[config.mk]
export PLATFORM = sky130hd
export DESIGN_NAME = led_breath
export DESIGN_NICKNAME = d
export VERILOG_FILES = /design/src/rtl/led_pkg.sv /design/src/rtl/pwm_gen.sv /design/src/rtl/led_breath.sv
export SDC_FILE = /design/constraint.sdc
export NUM_CORES = 1
export LEC_CHECK = 0
export ABC_AREA = 0
export BUFFER_PORTS_ARGS = -buffer_cell sky130_fd_sc_hd__buf_2
export CORE_MARGIN = 1
export CORE_UTILIZATION = 63
export CTS_CLUSTER_SIZE = 40
export DETAILED_ROUTE_END_ITERATION = 10
export MAX_ROUTING_LAYER = met4
export PLACE_DENSITY = 0.84
export SYNTH_ARGS = -nofsm -noshare
export SYNTH_HDL_FRONTEND = slang
export SYNTH_SLANG_ARGS = --single-unit
export TNS_END_PERCENT = 5
[constraint.sdc]
create_clock -name clk -period 3.05 [get_ports clk]
set_input_delay 0.1525 -clock clk [delete_from_list [all_inputs] [get_ports clk]]
set_output_delay 0.1525 -clock clk [all_outputs]
set_load 0.01 [all_outputs]
[src/rtl/led_pkg.sv]
// Shared types and defaults for the breathing-LED block.
package led_pkg;

  typedef enum logic [1:0] {
    RAMP_UP   = 2'd0,
    HOLD_HIGH = 2'd1,
    RAMP_DOWN = 2'd2,
    HOLD_LOW  = 2'd3
  } phase_e;

  localparam int unsigned DefPwmBits   = 8;
  localparam int unsigned DefHoldTicks = 16;

  // A single hold tick still needs a 1-bit counter.
  function automatic int unsigned hold_cnt_width(int unsigned ticks);
    return ($clog2(ticks) < 1) ? 1 : $clog2(ticks);
  endfunction

endpackage

[src/rtl/pwm_gen.sv]
// Free-running PWM counter with a registered duty compare.
module pwm_gen #(
  parameter int unsigned PWM_BITS = 8
) (
  input  logic                clk,
  input  logic                reset_n,
  input  logic                en,
  input  logic [PWM_BITS-1:0] duty,
  output logic                pwm_out
);

  logic [PWM_BITS-1:0] r_cnt;
  logic                r_out;

  always_ff @(posedge clk or negedge reset_n) begin
    if (!reset_n) begin
      r_cnt <= '0;
      r_out <= 1'b0;
    end else if (!en) begin
      r_cnt <= '0;
      r_out <= 1'b0;
    end else begin
      r_cnt <= r_cnt + PWM_BITS'(1);
      r_out <= (r_cnt < duty);
    end
  end

  assign pwm_out = r_out;

endmodule

[src/rtl/led_breath.sv]
// Breathing LED: ramps PWM duty up, holds, ramps down, holds, one step per tick strobe.
module led_breath
  import led_pkg::*;
#(
  parameter int unsigned PWM_BITS   = DefPwmBits,
  parameter int unsigned HOLD_TICKS = DefHoldTicks
) (
  input  logic                clk,
  input  logic                reset_n,
  input  logic                en,
  input  logic                step_tick,
  output logic                led,
  output logic [PWM_BITS-1:0] duty,
  output logic [1:0]          phase
);

  localparam int unsigned         HoldW    = hold_cnt_width(HOLD_TICKS);
  localparam logic [PWM_BITS-1:0] Max      = '1;
  localparam logic [PWM_BITS-1:0] MaxM1    = Max - PWM_BITS'(1);
  localparam logic [HoldW-1:0]    HoldLast = HoldW'(HOLD_TICKS - 1);

  phase_e              r_phase, w_phase_d;
  logic [PWM_BITS-1:0] r_duty, w_duty_d;
  logic [HoldW-1:0]    r_hold, w_hold_d;

  always_ff @(posedge clk or negedge reset_n) begin
    if (!reset_n) begin
      r_phase <= RAMP_UP;
      r_duty  <= '0;
      r_hold  <= '0;
    end else begin
      r_phase <= w_phase_d;
      r_duty  <= w_duty_d;
      r_hold  <= w_hold_d;
    end
  end

  always_comb begin
    w_phase_d = r_phase;
    w_duty_d  = r_duty;
    w_hold_d  = r_hold;
    if (!en) begin
      w_phase_d = RAMP_UP;
      w_duty_d  = '0;
      w_hold_d  = '0;
    end else if (step_tick) begin
      unique case (r_phase)
        RAMP_UP: begin
          // duty==MAX cannot occur here normally; escape to the hold without wrapping
          if (r_duty == Max) begin
            w_phase_d = HOLD_HIGH;
            w_hold_d  = '0;
          end else begin
            w_duty_d = r_duty + PWM_BITS'(1);
            if (r_duty == MaxM1) begin
              w_phase_d = HOLD_HIGH;
              w_hold_d  = '0;
            end
          end
        end
        HOLD_HIGH: begin
          if (r_hold == HoldLast) begin
            w_phase_d = RAMP_DOWN;
            w_hold_d  = '0;
          end else begin
            w_hold_d = r_hold + HoldW'(1);
          end
        end
        RAMP_DOWN: begin
          if (r_duty == '0) begin
            w_phase_d = HOLD_LOW;
            w_hold_d  = '0;
          end else begin
            w_duty_d = r_duty - PWM_BITS'(1);
            if (r_duty == PWM_BITS'(1)) begin
              w_phase_d = HOLD_LOW;
              w_hold_d  = '0;
            end
          end
        end
        HOLD_LOW: begin
          if (r_hold == HoldLast) begin
            w_phase_d = RAMP_UP;
            w_hold_d  = '0;
          end else begin
            w_hold_d = r_hold + HoldW'(1);
          end
        end
      endcase
    end
  end

  pwm_gen #(
    .PWM_BITS(PWM_BITS)
  ) u_pwm_gen (
    .clk    (clk),
    .reset_n(reset_n),
    .en     (en),
    .duty   (r_duty),
    .pwm_out(led)
  );

  assign duty  = r_duty;
  assign phase = r_phase;

endmodule

==> summary.txt <==
Global route
  • Initial antenna violation count: 0
  • GRT Overall Usage: 30.3%
  • GR Overflow Total: 0
  • Vias in the first global route: 1265
  • First-pass GRT wire length: 5.81 mm
  • Largest net degree at the start of global routing: 24

Clock network
  • Post-CTS Resized: 0
  • Clk root buf: clkbuf_4
  • Clock Tree Buf Depth: 2
  • Clk pin slew, worst setup/hold paths: 0.14 ns
  • Post-CTS Repair Setup Buffers: 0
  • TritonCTS clock tree: done
  • # clock sinks: 23
  • H-tree depth: 1
  • Num CTS Buffers: 3
  • Clk Latency, worst-skew pair: 0.33 ns

Synth
  • Synth async-reset ratio: 100%
  • Sequential share of the synthesized area: 36.3%
  • Largest area contributor in the netlist: dfrtp_1
  • Synth Area per Inst: 9.55 um2
  • Synth top area cells: dfrtp_1, ha_1, mux2i_1
  • Mapped cell area: 0.00159 mm2
  • Ys flop type: dfrtp_1
  • Number of synthesis warnings: 0
  • Synth top area share: 36.3%
  • Seq cells post-synth: 23
  • EDFF count, synth: 0
  • Synth Instances: 166
  • Synthesized net count: 188
  • Unique masters post-synth: 46

Detailed routing
  • 1st-iter DRT viols: 45
  • WL/cell: 16.6 um
  • Metal-1 WL: 1.44 mm
  • Antenna viol nets, final: 0
  • Highest routed layer: met4
  • Routed wl met3: 190 um
  • WL met2: 1.77 mm
  • Vias after detailed routing: 1353
  • Vias per cell: 6.50
  • Final wirelength: 3.46 mm
  • Drt first pass iters: 4
  • # DRC: 0

Timing
  • Slew @ Worst Pin: 0.993 ns
  • Final hold violation count: 0
  • Number of endpoints failing setup at the final stage: 0
  • Max-slew violation count: 0
  • Setup TNS: 0 ns
  • Worst slew margin: 33.8%
  • RSZ-0062 raised after global routing: false
  • Clk_skew: 0.0113 ns
  • Period minus WS final: 2.41 ns
  • Peak Freq: 415 MHz
  • Final Cycle Share: 79.0%

Critical path
  • WP data arrival: 2.66 ns
  • WP data required: 3.30 ns
  • CP Capture Type: register
  • Crit path kind: register to register
  • Startpoint types: register
  • Crit-path max FO: 15

Pwr
  • P_leak: 0.768 nW
  • Power per Cell Area: 313 mW/mm2
  • Power Total: 0.000533 W
  • Maximum vdd ir drop: 0.000267 V

Placed design
  • Port Buf Inserts: 14
  • Routability cong.: 0.910
  • Post-DP HPWL: 2.53 mm
  • Placed inst area: 0.00166 mm2

Cells and area
  • Highest-count cells in the layout ignoring fill and taps: dfrtp_1, ha_1, buf_2
  • Diode count: 0
  • Fin util: 74.0%
  • Fraction of layout cells with a size suffix above 1: 13.3%
  • Area Overhead vs Synth: 7.26%
  • Commonest non-fill, non-tap cell in the layout: dfrtp_1
  • Post-route cell area: 0.00170 mm2
  • Nets: 203

Run status
  • Status: completed

Floorplanning
  • Core area: 0.00230 mm2
  • Die Height: 52.2 um
  • Initial Utilization: 69.0%
  • IO Pins: 15
  • Total die area: 0.00272 mm2
  • FP Rows: 17
  • Die Wd: 52.2 um

Job
  • Max Cap Viol: 0

Worst hold path
  • Min-delay worst type: input pin to register
-- registers in the layout, summed over array words and instances, names as in the netlist --
register           flops
duty                   8
phase                  2
r_hold                 4
u_pwm_gen.pwm_out      1
u_pwm_gen.r_cnt        8
-- metrics by stage --
step / setup WS (ns) / hold slack, ns / cells
floorplan: 0.889 / -0.143 / 166
global placement: 0.804 / 0.147 / 203
detailed placement: 0.693 / 0.153 / 203
CTS: 0.656 / 0.195 / 208
global route: 0.461 / 0.199 / 208
finish: 0.641 / 0.190 / 208
-- report_power, final --
| group | internal, W | switching [W] |
|---|---|---|
| registers | 0.000312 | 0.00000933 |
| logic | 0.0000230 | 0.0000385 |
| clock network | 0.0000493 | 0.000100 |
| total | 0.000385 | 0.000148 |
-- Yosys cell counts, drive strengths merged, types with 3 or more instances --
library cell  instances
nor2                 13
dfrtp                23
ha                   18
nor3                  4
inv                  12
o21ai                 4
o31ai                 6
xor2                  5
a31oi                 3
mux2i                 6
nand3                 6
a21oi                 7
buf                   5
or4                   6
nand2                10
-- critical path, stage by stage, from the launching register on --
cell,delay [ns]
dfrtp_1,0.45
inv_1,0.11
ha_1,0.36
o221ai_1,0.50
or4_2,0.76
a21oi_1,0.16
-- timing repair --
item / CTS / global route
endpoints found under the hold margin: 23 / 0
hold buffers: 1 / 0
setup endpoints to repair: 0 / 0
-- routing by layer --
metal / vias to the layer above / GRT usage (%)
li1: 643 / -
met1: 645 / 37.2
met2: 58 / 50.4
met3: 7 / 3.22
met4: 0 / 13.2
met5: - / -
-- logic make-up (layout without fill, tap and decap cells) --
| kind of cell | count (synthesis) | count (layout) | synth area share (%) |
|---|---|---|---|
| compound gates | 37 | 37 | 16.9 |
| xor+xnor | 7 | 7 | 3.87 |
| fa+ha+maj | 18 | 18 | 14.2 |
| buf+inv | 19 | 33 | 5.52 |
| flops | 23 | 23 | 36.3 |
| mux | 6 | 6 | 3.79 |
| simple gates | 56 | 56 | 19.4 |
-- final timing paths --
kind / start / to / slack [ns] / cells past startpoint
hold / removal: en / duty[7]$_DFFE_PN0P_ / 0.19 / 3
setup reg to reg: phase[0]$_DFFE_PN0P_ / duty[3]$_DFFE_PN0P_ / 0.64 / 5
hold reg to reg: u_pwm_gen.r_cnt[0]$_DFF_PN0_ / u_pwm_gen.r_cnt[0]$_DFF_PN0_ / 0.51 / 1
setup / recovery: phase[0]$_DFFE_PN0P_ / duty[3]$_DFFE_PN0P_ / 0.64 / 5
max in group asynchronous: reset_n / phase[0]$_DFFE_PN0P_ / 2.36 / 2
min in group asynchronous: reset_n / duty[7]$_DFFE_PN0P_ / 0.34 / 2
-- cell type report --
type,count,area [um2]
Clock buffer,3,22.5
Clock inverter,1,5.00
Fill cell,172,597
Inverter,12,45.0
Multi-Input combinational cell,124,922
Sequential cell,23,576
Tap cell,28,35.0
Timing Repair Buffer,17,95.1
Note: power is estimated with default switching activity, not from simulation.
